## src/rtl/imu_bias_calib.sv

```systemverilog
// imu_bias_calib: multi-channel zero-offset calibrator for the MPU6050 pose pipeline.
// Drops DISCARD_SAMPLES warm-up samples, then averages 2^LOG2_SAMPLES samples per
// channel (truncation toward zero) and publishes the signed per-channel bias.
// A key pulse restarts the run; the last good bias is held until a new one is ready.
// Optional feature macro: BIAS_SUBTRACT_EN adds corr_out/corr_valid_out, which carry
// saturated (sample - bias) for every strobe seen while DONE.
module imu_bias_calib #(
  parameter int NUM_CH          = 7,
  parameter int DATA_W          = 16,
  parameter int LOG2_SAMPLES    = 10,
  parameter int DISCARD_SAMPLES = 0
) (
  input  logic                     clk_in,
  input  logic                     rst_n,
  input  logic [NUM_CH*DATA_W-1:0] data_in,
  input  logic                     sample_valid_in,
  input  logic                     config_done,
  input  logic                     key_flag_in,
  output logic                     calib_done_out,
  output logic                     busy_out,
  output logic [NUM_CH*DATA_W-1:0] bias_out
`ifdef BIAS_SUBTRACT_EN
  ,
  output logic [NUM_CH*DATA_W-1:0] corr_out,
  output logic                     corr_valid_out
`endif
);

  localparam int AW = DATA_W + LOG2_SAMPLES;
  localparam int CW = (LOG2_SAMPLES > 8) ? LOG2_SAMPLES : 8;
  localparam logic [CW-1:0] ACC_LAST  = CW'((1 << LOG2_SAMPLES) - 1);
  localparam logic [CW-1:0] DISC_LAST = CW'((DISCARD_SAMPLES == 0) ? 0 : DISCARD_SAMPLES - 1);
  localparam logic signed [AW-1:0] ROUND = AW'((1 << LOG2_SAMPLES) - 1);

  typedef enum logic [2:0] {IDLE, DISCARD, ACCUM, DIVIDE, DONE} state_t;

  state_t                     state_q, state_d, start_st;
  logic [CW-1:0]              cnt_q, cnt_d;
  logic signed [AW-1:0]       acc_q [NUM_CH];
  logic signed [AW-1:0]       acc_d [NUM_CH];
  logic signed [AW-1:0]       samp  [NUM_CH];
  logic signed [AW-1:0]       rnd   [NUM_CH];
  logic [NUM_CH*DATA_W-1:0]   avg_w;
  logic [NUM_CH*DATA_W-1:0]   bias_q, bias_d;
  logic                       calib_done_q, calib_done_d;
  logic                       busy_q, busy_d;
  logic                       clr_run;

  assign start_st = (DISCARD_SAMPLES == 0) ? ACCUM : DISCARD;

  // Sign-extend each channel sample to accumulator width
  always_comb begin
    for (int unsigned c = 0; c < NUM_CH; c++) begin
      samp[c] = {{LOG2_SAMPLES{data_in[c*DATA_W + DATA_W - 1]}}, data_in[c*DATA_W +: DATA_W]};
    end
  end

  // Average with truncation toward zero: bias negative sums up by 2^L-1 before the shift
  always_comb begin
    avg_w = '0;
    for (int unsigned c = 0; c < NUM_CH; c++) begin
      rnd[c] = acc_q[c][AW-1] ? (acc_q[c] + ROUND) : acc_q[c];
      avg_w[c*DATA_W +: DATA_W] = DATA_W'(rnd[c] >>> LOG2_SAMPLES);
    end
  end

  // Next-state logic: config_done drop beats key, key beats sample strobe
  always_comb begin
    state_d      = state_q;
    cnt_d        = cnt_q;
    acc_d        = acc_q;
    bias_d       = bias_q;
    calib_done_d = calib_done_q;
    clr_run      = 1'b0;

    if (state_q != IDLE && !config_done) begin
      state_d      = IDLE;
      calib_done_d = 1'b0;
      clr_run      = 1'b1;
    end else begin
      case (state_q)
        IDLE: begin
          if (config_done) begin
            state_d = start_st;
            clr_run = 1'b1;
          end
        end
        DISCARD: begin
          if (key_flag_in) begin
            state_d = start_st;
            clr_run = 1'b1;
          end else if (sample_valid_in) begin
            if (cnt_q == DISC_LAST) begin
              state_d = ACCUM;
              cnt_d   = '0;
            end else begin
              cnt_d = cnt_q + 1'b1;
            end
          end
        end
        ACCUM: begin
          if (key_flag_in) begin
            state_d = start_st;
            clr_run = 1'b1;
          end else if (sample_valid_in) begin
            for (int unsigned c = 0; c < NUM_CH; c++) begin
              acc_d[c] = acc_q[c] + samp[c];
            end
            cnt_d = cnt_q + 1'b1;
            if (cnt_q == ACC_LAST) begin
              state_d = DIVIDE;
            end
          end
        end
        DIVIDE: begin
          bias_d       = avg_w;
          calib_done_d = 1'b1;
          state_d      = DONE;
        end
        DONE: begin
          if (key_flag_in) begin
            calib_done_d = 1'b0;
            state_d      = start_st;
            clr_run      = 1'b1;
          end
        end
        default: begin
          state_d = IDLE;
          clr_run = 1'b1;
        end
      endcase
    end

    if (clr_run) begin
      cnt_d = '0;
      for (int unsigned c = 0; c < NUM_CH; c++) begin
        acc_d[c] = '0;
      end
    end

    busy_d = (state_d == DISCARD) || (state_d == ACCUM) || (state_d == DIVIDE);
  end

  // State, counter, accumulator and output registers
  always_ff @(posedge clk_in or negedge rst_n) begin
    if (!rst_n) begin
      state_q      <= IDLE;
      cnt_q        <= '0;
      bias_q       <= '0;
      calib_done_q <= 1'b0;
      busy_q       <= 1'b0;
      for (int unsigned c = 0; c < NUM_CH; c++) begin
        acc_q[c] <= '0;
      end
    end else begin
      state_q      <= state_d;
      cnt_q        <= cnt_d;
      bias_q       <= bias_d;
      calib_done_q <= calib_done_d;
      busy_q       <= busy_d;
      acc_q        <= acc_d;
    end
  end

  assign calib_done_out = calib_done_q;
  assign busy_out       = busy_q;
  assign bias_out       = bias_q;

`ifdef BIAS_SUBTRACT_EN
  logic signed [DATA_W:0]     diff [NUM_CH];
  logic [NUM_CH*DATA_W-1:0]   corr_q, corr_d;
  logic                       corr_valid_q, corr_valid_d;

  // Bias-corrected sample, saturated to DATA_W, captured for each strobe while DONE
  always_comb begin
    corr_d       = corr_q;
    corr_valid_d = 1'b0;
    for (int unsigned c = 0; c < NUM_CH; c++) begin
      diff[c] = {data_in[c*DATA_W + DATA_W - 1], data_in[c*DATA_W +: DATA_W]}
              - {bias_q[c*DATA_W + DATA_W - 1], bias_q[c*DATA_W +: DATA_W]};
    end
    if (state_q == DONE && config_done && !key_flag_in && sample_valid_in) begin
      corr_valid_d = 1'b1;
      for (int unsigned c = 0; c < NUM_CH; c++) begin
        if (diff[c][DATA_W] != diff[c][DATA_W-1]) begin
          corr_d[c*DATA_W +: DATA_W] = diff[c][DATA_W] ? {1'b1, {(DATA_W-1){1'b0}}}
                                                       : {1'b0, {(DATA_W-1){1'b1}}};
        end else begin
          corr_d[c*DATA_W +: DATA_W] = diff[c][DATA_W-1:0];
        end
      end
    end
  end

  // Correction output registers
  always_ff @(posedge clk_in or negedge rst_n) begin
    if (!rst_n) begin
      corr_q       <= '0;
      corr_valid_q <= 1'b0;
    end else begin
      corr_q       <= corr_d;
      corr_valid_q <= corr_valid_d;
    end
  end

  assign corr_out       = corr_q;
  assign corr_valid_out = corr_valid_q;
`endif

endmodule

```

## config.mk

```make
export PLATFORM = sky130hd
export DESIGN_NAME = imu_bias_calib
export DESIGN_NICKNAME = d
export VERILOG_FILES = /design/src/rtl/imu_bias_calib.sv
export SDC_FILE = /design/constraint.sdc
export NUM_CORES = 1
export LEC_CHECK = 0
export CAP_MARGIN = 20
export CORE_AREA = 3 3 258 260
export DETAILED_ROUTE_END_ITERATION = 8
export DIE_AREA = 0 0 261 263
export HOLD_SLACK_MARGIN = 0.03
export PLACE_DENSITY = 0.62
export RECOVER_POWER = 50
export SLEW_MARGIN = 20
export SYNTH_ARGS = -nofsm -noshare
export SYNTH_HDL_FRONTEND = slang
export SYNTH_SLANG_ARGS = --single-unit
export TNS_END_PERCENT = 5
```

## constraint.sdc

```tcl
create_clock -name clk_in -period 3.2 [get_ports clk_in]
set_input_delay 0.32 -clock clk_in [delete_from_list [all_inputs] [get_ports clk_in]]
set_output_delay 0.32 -clock clk_in [all_outputs]
set_load 0.02 [all_outputs]
```

==> results.json, run 1 <==
{
  "hp-class": "register to register",
  "fin_skew_ps": 26.55,
  "p_comb_frac": 0.154,
  "grt_setup_unrepaired": "false",
  "viasPerCell": 5.240,
  "hpwl_mm": 46.73,
  "drive_gt1_frac": 0.07789,
  "ys_seq_area_frac": 0.3449,
  "ys_ff_latch": 309,
  "setup.worst_path.class": "register to register",
  "ant_nets": 0,
  "grt_usage": 0.1851,
  "cts_buffers": 40,
  "timing.hold.ws_ps": 469.9,
  "power_switching_mw": 2.864,
  "drt_iter0_drc": 1200,
  "final_common_cell": "nand2_1",
  "whs_endpoint": "bias_out[41]",
  "cts_buffer_depth": 3,
  "firstDrtPassIters": 6,
  "worst_pin_slew_ps": 1792,
  "yosysWarnings": 0,
  "end_kind": "register",
  "async_flop_share": 1.000,
  "status": "complete, but fails checks",
  "fin_area_um2": 27820,
  "drcViolationCount": 0,
  "pwr-share-clk": 0.448,
  "layout.nets": 3305,
  "h-tree-depth": 2,
  "crit_fanout": 3,
  "post-route-util": 0.4323,
  "gr-total-overflow": 0,
  "ir_drop_uv": 333.7,
  "final.fill_count": 6395,
  "root_buffer": "clkbuf_16",
  "power_density_nw_per_um2": 366.6,
  "drv_slew": 64,
  "dieWidth_um": 261,
  "hold_depth": 2,
  "worstSetupStartpointType": "register",
  "intPower_mw": 7.334,
  "fmaxAchievable_ghz": 0.3381,
  "grt_pass1_wl_mm": 105.0,
  "finalCritPeriodShare": 0.9243,
  "cts_tree": "built",
  "clock-sinks": 309,
  "slew_headroom": -0.1945,
  "violations": "capacitance limit, slew limit",
  "place_area_um2": 26500,
  "fin_tns_setup_ps": 0,
  "die_area_um2": 68640,
  "initial_core_util": 0.3484,
  "syn_inst": 2710,
  "syn-num-nets": 3011,
  "r2r_end": "acc_q[90]",
  "io_pins": 231,
  "gp_congestion": 0.8906,
  "rrSetupSlack_ps": 240,
  "worstSetupStartpoint": "acc_q[78]",
  "io_buffers": 230,
  "p_seq_frac": 0.398,
  "setup_viol": 0,
  "fin_crit_ps": 2958,
  "clock_latency_ps": 560,
  "rows": 93,
  "hold_viol_final": 0,
  "path_clk_slew_ps": 60,
  "grt_antenna_before_repair": 3,
  "synth_area_um2": 22420,
  "num_vias": 20360,
  "cp.arrival_ps": 3440,
  "synth-edff-count": 0,
  "hp-start": "bias_out[41]",
  "switching_share": 0.2809,
  "required_ps": 3680,
  "synth_flop_cell": "dfrtp_1",
  "dieHeight_um": 263,
  "syn_area_per_cell_um2": 8.272,
  "cap_violations": 1,
  "drt-wirelength-per-cell_um": 16.49,
  "layout_common_cells": "nand2_1 (477), dfrtp_1 (309), a21oi_1 (272)",
  "totalWireLength_mm": 64.06,
  "grt_pass1_vias": 19860,
  "core_um2": 64350,
  "grt_max_degree": 135,
  "postCtsSetupBuffers": 0,
  "areaGrowthSynthToFinish_pct": 24.09,
  "r2r_start": "acc_q[78]",
  "reg2regPathDepth": 13,
  "p_leak_nw": 12.33,
  "synth_cell_types": 87
}
-- cells in the mapped netlist (all sizes together), types with 34 or more instances --
| cell type | instances | share of area |
|---|---|---|
| nand3 | 87 | 0.019 |
| a21oi | 276 | 0.062 |
| nor3 | 44 | 0.010 |
| a211oi | 48 | 0.017 |
| nor2 | 175 | 0.029 |
| and3 | 34 | 0.0095 |
| xnor2 | 124 | 0.048 |
| nand4 | 34 | 0.0095 |
| o21ai | 259 | 0.058 |
| ha | 177 | 0.099 |
| a21o | 84 | 0.028 |
| clkbuf | 100 | 0.017 |
| xor2 | 111 | 0.043 |
| inv | 49 | 0.0082 |
| dfrtp | 309 | 0.34 |
| nand2 | 479 | 0.080 |
-- power groups by stage --
stage / logic [mW] / registers, mW / clock network (mW)
after global routing: 1.76 / 4.07 / 4.88
after floorplan: 0.954 / 4.10 / 0
final: 1.57 / 4.06 / 4.56
after detailed placement: 1.57 / 4.13 / 0
after CTS: 1.58 / 4.06 / 4.74
after global placement: 1.57 / 4.13 / 0
-- state kept, by name, summed over array words and instances (netlist names) --
register	flops
acc_q	182
bias_out	112
cnt_q	10
state_q	3
busy_out	1
calib_done_out	1
-- kinds of logic (layout without fill, tap and decap cells) --
family                   after synthesis  after routing  synth area share
flip-flops                           309            309            0.3449
AO/OA/AOI/OAI                        846            846            0.2339
XOR/XNOR                             235            235           0.09182
other                                  0              1                 0
buffers and inverters                152            472           0.02562
AND/OR/NAND/NOR                      981            981            0.1973
adder cells (fa/ha/maj)              184            184            0.1050
multiplexers                           3              3          0.001395
-- metal layers --
layer / vias up / global-route usage / part of all wire
li1: 10340 / - / -
met4: 2 / 0.04180 / 0.019
met1: 9629 / 0.2554 / 0.47
met5: - / 0 / 0.00017
met2: 323 / 0.3080 / 0.47
met3: 72 / 0.02472 / 0.038
-- layout make-up --
class                           instances  area, um^2  share of cell area
Clock buffer                           51        1102             0.03963
Timing Repair Buffer                  355        3371              0.1212
Antenna cell                            1       2.502          0.00008996
Tap cell                              855        1070             0.03846
Sequential cell                       309        7732              0.2780
Clock inverter                         17       203.9            0.007332
Inverter                               49       183.9            0.006612
Multi-Input combinational cell       2249       14150              0.5087
-- worst max path at each step --
stage	end	cells past startpoint
after floorplan	acc_q[148]	11
after global placement	acc_q[102]	13
after detailed placement	acc_q[48]	12
after CTS	acc_q[48]	11
after global routing	acc_q[128]	12
final	acc_q[90]	13
-- per-stage QoR --
step,power [mW],instances,worst slack [ps]
floorplan,5.055,2710,410.3
global placement,5.696,3815,-113.9
detailed placement,5.702,3816,-157.0
CTS,10.38,3885,208.7
global route,10.71,3886,34.24
finish,10.20,3886,242.2
-- worst max-delay path, cell delays in order, from the launching register on --
cell and delay (ps):
dfrtp_1 400, ha_1 220, fa_1 440, a211oi_2 240
o21bai_1 120, a2111oi_0 410, buf_4 180, o41a_1 180
buf_4 130, o21bai_1 60, a21oi_1 170, xnor2_1 130
nand2_1 70, a21oi_1 140
-- repair_timing --
| action | 4_1_cts | 5_1_grt |
|---|---|---|
| gates resized for setup | 0 | 4 |
| hold endpoints to repair | 62 | 0 |
| hold buffers | 1 | 0 |
| endpoints found under the setup margin | 0 | 5 |
No activity file was read; power rests on OpenSTA's default activity.
==> run 2: changes to the inputs <==
PLACE_DENSITY = 0.57   (was 0.62)
==> run 2 against run 1 <==
Net effect: the flow still finishes with violations (capacitance limit, slew limit); die area unchanged; clock power about the same; sequential cell count unchanged; wire length increased by 2.8%; setup slack got worse by 47 ps; via count increased by 1.7%; critical path type unchanged; largest power group unchanged.
==> results.json, run 2 (synthesis gave the netlist of run 1 again) <==
{
  "areaGrowthSynthToFinish_pct": 24.04,
  "drt_iter0_drc": 1106,
  "largest-register": "acc_q",
  "grt_antenna_before_repair": 2,
  "dp_cells": 3823,
  "drive_gt1_frac": 0.07935,
  "clock_latency_ps": 560,
  "grt_usage": 0.1883,
  "dieHeight_um": 263,
  "largest_reg_flops": 182,
  "slew_headroom": -0.5478,
  "post-route-util": 0.4321,
  "cap_violations": 1,
  "worst_pin_slew_ps": 2322,
  "intPower_mw": 7.345,
  "setup.worst_path.class": "register to register",
  "status": "complete, but fails checks",
  "path_clk_slew_ps": 60,
  "drcViolationCount": 0,
  "crit_fanout": 3,
  "fin_crit_ps": 3005,
  "initial_core_util": 0.3484,
  "hold_depth": 2,
  "dieWidth_um": 261,
  "p_seq_frac": 0.397,
  "final_common_cell": "nand2_1",
  "r2r_end": "acc_q[90]",
  "cts_buffer_depth": 3,
  "required_ps": 3660,
  "violations": "capacitance limit, slew limit",
  "root_buffer": "clkbuf_16",
  "post-place-ws_ps": -216.3,
  "final.fill_count": 6339,
  "final_cell_count_no_fill": 3893,
  "hp-start": "bias_out[3]",
  "multi_input_area_um2": 14150,
  "r2r_start": "acc_q[78]",
  "layout_common_cells": "nand2_1 (477), dfrtp_1 (309), a21oi_1 (273)",
  "pwr-share-clk": 0.447,
  "fmaxAchievable_ghz": 0.3328,
  "worstSetupStartpointType": "register",
  "num_vias": 20700,
  "cts_buffers": 40,
  "rows": 93,
  "fin_ws_ps": 195.1,
  "ant_nets": 0,
  "clock-sinks": 309,
  "rrSetupSlack_ps": 200,
  "io_pins": 231,
  "firstDrtPassIters": 5,
  "layout.nets": 3312,
  "gr-total-overflow": 0,
  "power_density_nw_per_um2": 367.6,
  "io_buffers": 230,
  "cp.arrival_ps": 3470,
  "hpwl_mm": 48.06,
  "totalWireLength_mm": 65.89,
  "hp-class": "register to register",
  "drt-wirelength-per-cell_um": 16.92,
  "viasPerCell": 5.318,
  "reg2regPathDepth": 13,
  "switching_share": 0.2814,
  "hold_viol_final": 0,
  "grt_max_degree": 113,
  "h-tree-depth": 2,
  "die_area_um2": 68640,
  "design_power_total_mw": 10.22,
  "p_comb_frac": 0.156,
  "p_leak_nw": 12.26,
  "ir_drop_uv": 296.3,
  "whs_endpoint": "bias_out[3]",
  "finalCritPeriodShare": 0.9390,
  "gp_congestion": 0.8864,
  "core_um2": 64350,
  "power_switching_mw": 2.876,
  "end_kind": "register",
  "grt_pass1_wl_mm": 106.8,
  "cts_tree": "built",
  "setup_viol": 0,
  "seq_area_um2": 7732,
  "drv_slew": 77,
  "postCtsSetupBuffers": 0,
  "grt_pass1_vias": 20370,
  "worstSetupStartpoint": "acc_q[78]",
  "fin_skew_ps": 28.77
}
[run 2: cell types whose count changed in the layout (fill, tap and decap cells not counted), sizes merged]
cell | before | now
buf | 124 | 125
clkbuf | 52 | 58
clkdlybuf4s50 | 174 | 196
clkinv | 7 | 10
clkinvlp | 4 | 3
dlygate4sd3 | 56 | 34
inv | 52 | 50
[run 2: how the worst max path moves through the flow]
stage            endpoint  slack, ps  cells past startpoint
4_1_cts         acc_q[90]        140                     13
2_1_floorplan  acc_q[148]        410                     11
5_1_grt        acc_q[102]        -20                     12
3_5_place_dp   acc_q[148]       -220                     12
6_report        acc_q[90]        200                     13
3_3_place_gp   acc_q[148]       -220                     12
[run 2: final cells by class]
type | instances | share of cell area
inverter | 49 | 0.006615
timing repair buffer | 362 | 0.1214
sequential | 309 | 0.2781
tap | 855 | 0.03847
clock buffer | 51 | 0.04005
multi-input combinational | 2249 | 0.5088
antenna | 1 | 0.00009000
clock inverter | 17 | 0.006435
[run 2: metrics by stage]
| step | setup TNS (ps) | instance area [um^2] | hold slack, ps |
|---|---|---|---|
| 3_5_place_dp | -2129 | 26570 | 396.5 |
| 5_1_grt | -33.86 | 27800 | 501.0 |
| 4_1_cts | 0 | 27870 | 378.9 |
| 2_1_floorplan | 0 | 22420 | 24.41 |
| 3_3_place_gp | -1659 | 26570 | 383.8 |
| 6_report | 0 | 27810 | 471.6 |
[run 2: per-layer routing]
layer	track usage	up-vias	wire length [um]
met3	0.03127	99	3399
met5	0	-	13
met1	0.2526	9816	30050
li1	-	10340	-
met2	0.3127	446	30790
met4	0.05259	2	1635
[run 2: repair_timing]
action,CTS,global route
hold buffers,1,0
resized for setup,0,4
endpoints found under the setup margin,0,9
endpoints found under the hold margin,70,0
[run 2: worst max-delay path: stages (launching register included)]
cell and delay [ps]:
dfrtp_1 400, ha_1 220, fa_1 420, a211oi_2 240
o21bai_1 150, a2111oi_2 380, buf_4 170, o41a_1 180
buf_4 130, o21bai_1 60, a21oi_1 190, xnor2_1 150
nand2_1 70, a21oi_1 160
[run 2: power groups by stage]
stage | clock (mW) | combinational, mW | sequential (mW)
after floorplan | 0 | 0.954 | 4.10
after global placement | 0 | 1.57 | 4.13
after detailed placement | 0 | 1.59 | 4.13
after CTS | 4.71 | 1.60 | 4.06
after global routing | 4.87 | 1.77 | 4.07
final | 4.57 | 1.59 | 4.06
==> run 3: changes to the inputs <==
--- a/config.mk
+++ b/config.mk
@@ -8,5 +8,6 @@
 export CAP_MARGIN = 20
-export CORE_AREA = 3 3 258 260
+export CORE_AREA = 3 3 218 306
+export CTS_CLUSTER_SIZE = 25
 export DETAILED_ROUTE_END_ITERATION = 8
-export DIE_AREA = 0 0 261 263
+export DIE_AREA = 0 0 221 309
 export HOLD_SLACK_MARGIN = 0.03
==> constraint.sdc (replaced) <==
create_clock -name clk_in -period 3.2 [get_ports clk_in]
set_input_delay 0.64 -clock clk_in [delete_from_list [all_inputs] [get_ports clk_in]]
set_output_delay 0.64 -clock clk_in [all_outputs]
set_load 0.02 [all_outputs]
==> run 3 against run 2 <==
Net effect: the flow still finishes with violations (capacitance limit, slew limit); fmax down 2.6%; non-clock buffer count rose by 181; via count rose by 3.5%; largest power group unchanged; setup slack worse by 79 ps; critical path depth increased by 1; total power grew 2.9%; critical endpoint is now acc_q[116]; sequential power about the same; global-route usage grew 0.77 points; utilization rose by 2.4 points; highest routed layer is now met4; first-iteration DRC count shrank 7.1%; sequential share of layout area shrank 1.4 points; die area shrank 0.52%.
==> results.json, run 3 (synthesis gave the netlist of run 1 again) <==
{
  "clock-sinks": 309,
  "hp-class": "register to register",
  "worst_path_max_delay_cell": "fa_1",
  "grt_usage": 0.1960,
  "p_leak_nw": 13.07,
  "largest-register": "acc_q",
  "viasPerCell": 5.275,
  "path_clk_slew_ps": 60,
  "gr-total-overflow": 0,
  "multi_input_area_um2": 14170,
  "ir_drop_uv": 348.2,
  "rows": 110,
  "initial_core_util": 0.3495,
  "grt_max_degree": 127,
  "drv_slew": 170,
  "worstSetupStartpointType": "input pin",
  "power_density_nw_per_um2": 359.6,
  "grt_pass1_wl_mm": 111.9,
  "cp.arrival_ps": 3560,
  "firstDrtPassIters": 5,
  "totalWireLength_mm": 68.67,
  "slew_headroom": -0.2735,
  "areaGrowthSynthToFinish_pct": 30.49,
  "cts_tree": "built",
  "root_buffer": "clkbuf_16",
  "drt-wirelength-per-cell_um": 16.90,
  "layout_common_cells": "nand2_1 (478), dfrtp_1 (309), buf_4 (288)",
  "fin_tns_setup_ps": 0,
  "setup_viol": 0,
  "layout.nets": 3491,
  "dieHeight_um": 309,
  "finalCritPeriodShare": 0.9637,
  "final_cell_count_no_fill": 4064,
  "status": "complete, but fails checks",
  "num_vias": 21440,
  "largest_reg_flops": 182,
  "worst_pin_slew_ps": 1910,
  "hold_viol_final": 0,
  "grt_antenna_before_repair": 4,
  "end_kind": "register",
  "io_pins": 231,
  "grt_setup_unrepaired": "true",
  "hold_buffers": 0,
  "fmaxAchievable_ghz": 0.3243,
  "critical-path-max-stage-delay_ps": 440,
  "timing.hold.ws_ps": 476.4,
  "drcViolationCount": 0,
  "violations": "capacitance limit, slew limit",
  "cts_buffers": 38,
  "die_area_um2": 68290,
  "setup.worst_path.class": "input pin to register",
  "cap_violations": 2,
  "drive_gt1_frac": 0.1314,
  "cts_buffer_depth": 3,
  "ant_nets": 0,
  "worst-path-buf-inv": 3,
  "fin_crit_ps": 3084,
  "gp_congestion": 0.8920,
  "hpwl_mm": 51.62,
  "final_common_cell": "nand2_1",
  "seq_area_um2": 7732,
  "worstPathCellList": "clkdlybuf4s50_1, ha_1, fa_1, a211oi_2, o21bai_1, a2111oi_2, buf_4, o41a_1, buf_4, o21bai_1, a21oi_1, xnor2_1, nand2_1, a21oi_1",
  "core_um2": 64140,
  "io_buffers": 230,
  "crit_fanout": 3,
  "dieWidth_um": 221,
  "h-tree-depth": 2,
  "clock_latency_ps": 580,
  "crit_family": "compound AO/OA/AOI/OAI gates",
  "grt_pass1_vias": 22120,
  "dp_cells": 3990,
  "drt_iter0_drc": 1027,
  "fin_skew_ps": 36.18,
  "final.fill_count": 6348,
  "required_ps": 3680,
  "rrSetupSlack_ps": 220
}
[run 3: timing repair]
item | in CTS | in global routing
setup endpoints to repair | 0 | 15
gates resized for setup | 0 | 8
buffers inserted | 0 | 0
endpoints found under the hold margin | 0 | 0
[run 3: per-layer routing]
metal | share of wire | GRT usage | wire length [um] | vias up
li1 | - | - | - | 10700
met1 | 0.41 | 0.2266 | 28230 | 10220
met2 | 0.52 | 0.3649 | 35410 | 391
met3 | 0.033 | 0.02496 | 2274 | 131
met4 | 0.040 | 0.08166 | 2754 | 0
met5 | 0 | 0 | 0 | -
[run 3: worst register-to-register path: stages (launching register included)]
cell,delay [ps]
dfrtp_1,400
ha_1,220
fa_1,440
a211oi_2,260
o21bai_1,140
a2111oi_2,370
buf_4,170
o41a_1,190
buf_4,140
o21bai_1,60
a21oi_1,180
xnor2_1,140
nand2_1,80
a21oi_1,140
[run 3: stage by stage]
stage               setup slack, ps  total power, mW  utilization  cell area (um^2)
finish                        116.2            10.52       0.4561             29250
global route                 -46.54            11.03       0.4560             29250
CTS                           9.490            10.72       0.4575             29340
detailed placement           -579.5            5.908       0.4366             28000
global placement             -567.2            5.876       0.4366             28000
floorplan                     141.0            5.055            -             22420
[run 3: layout make-up]
class                           instances  share of cell area
Multi-Input combinational cell       2249              0.4846
Sequential cell                       309              0.2644
Clock inverter                         22            0.009967
Antenna cell                            4           0.0003422
Timing Repair Buffer                  543              0.1627
Tap cell                              840             0.03593
Clock buffer                           48             0.03585
Inverter                               49            0.006288
[run 3: where the power goes]
part / switching [mW] / internal, mW
Combinational: 0.956 / 0.806
Clock: 1.87 / 2.82
Sequential: 0.0895 / 3.97
Total: 2.92 / 7.60
[run 3: final timing paths]
kind                         startpoint  depth (start not counted)            to
setup / recovery            data_in[32]                         14    acc_q[116]
hold / removal             bias_out[63]                          2  bias_out[63]
setup reg to reg             acc_q[104]                         13    acc_q[116]
hold reg to reg            bias_out[63]                          2  bias_out[63]
max in group asynchronous         rst_n                          2     acc_q[83]
min in group asynchronous         rst_n                          1    acc_q[166]
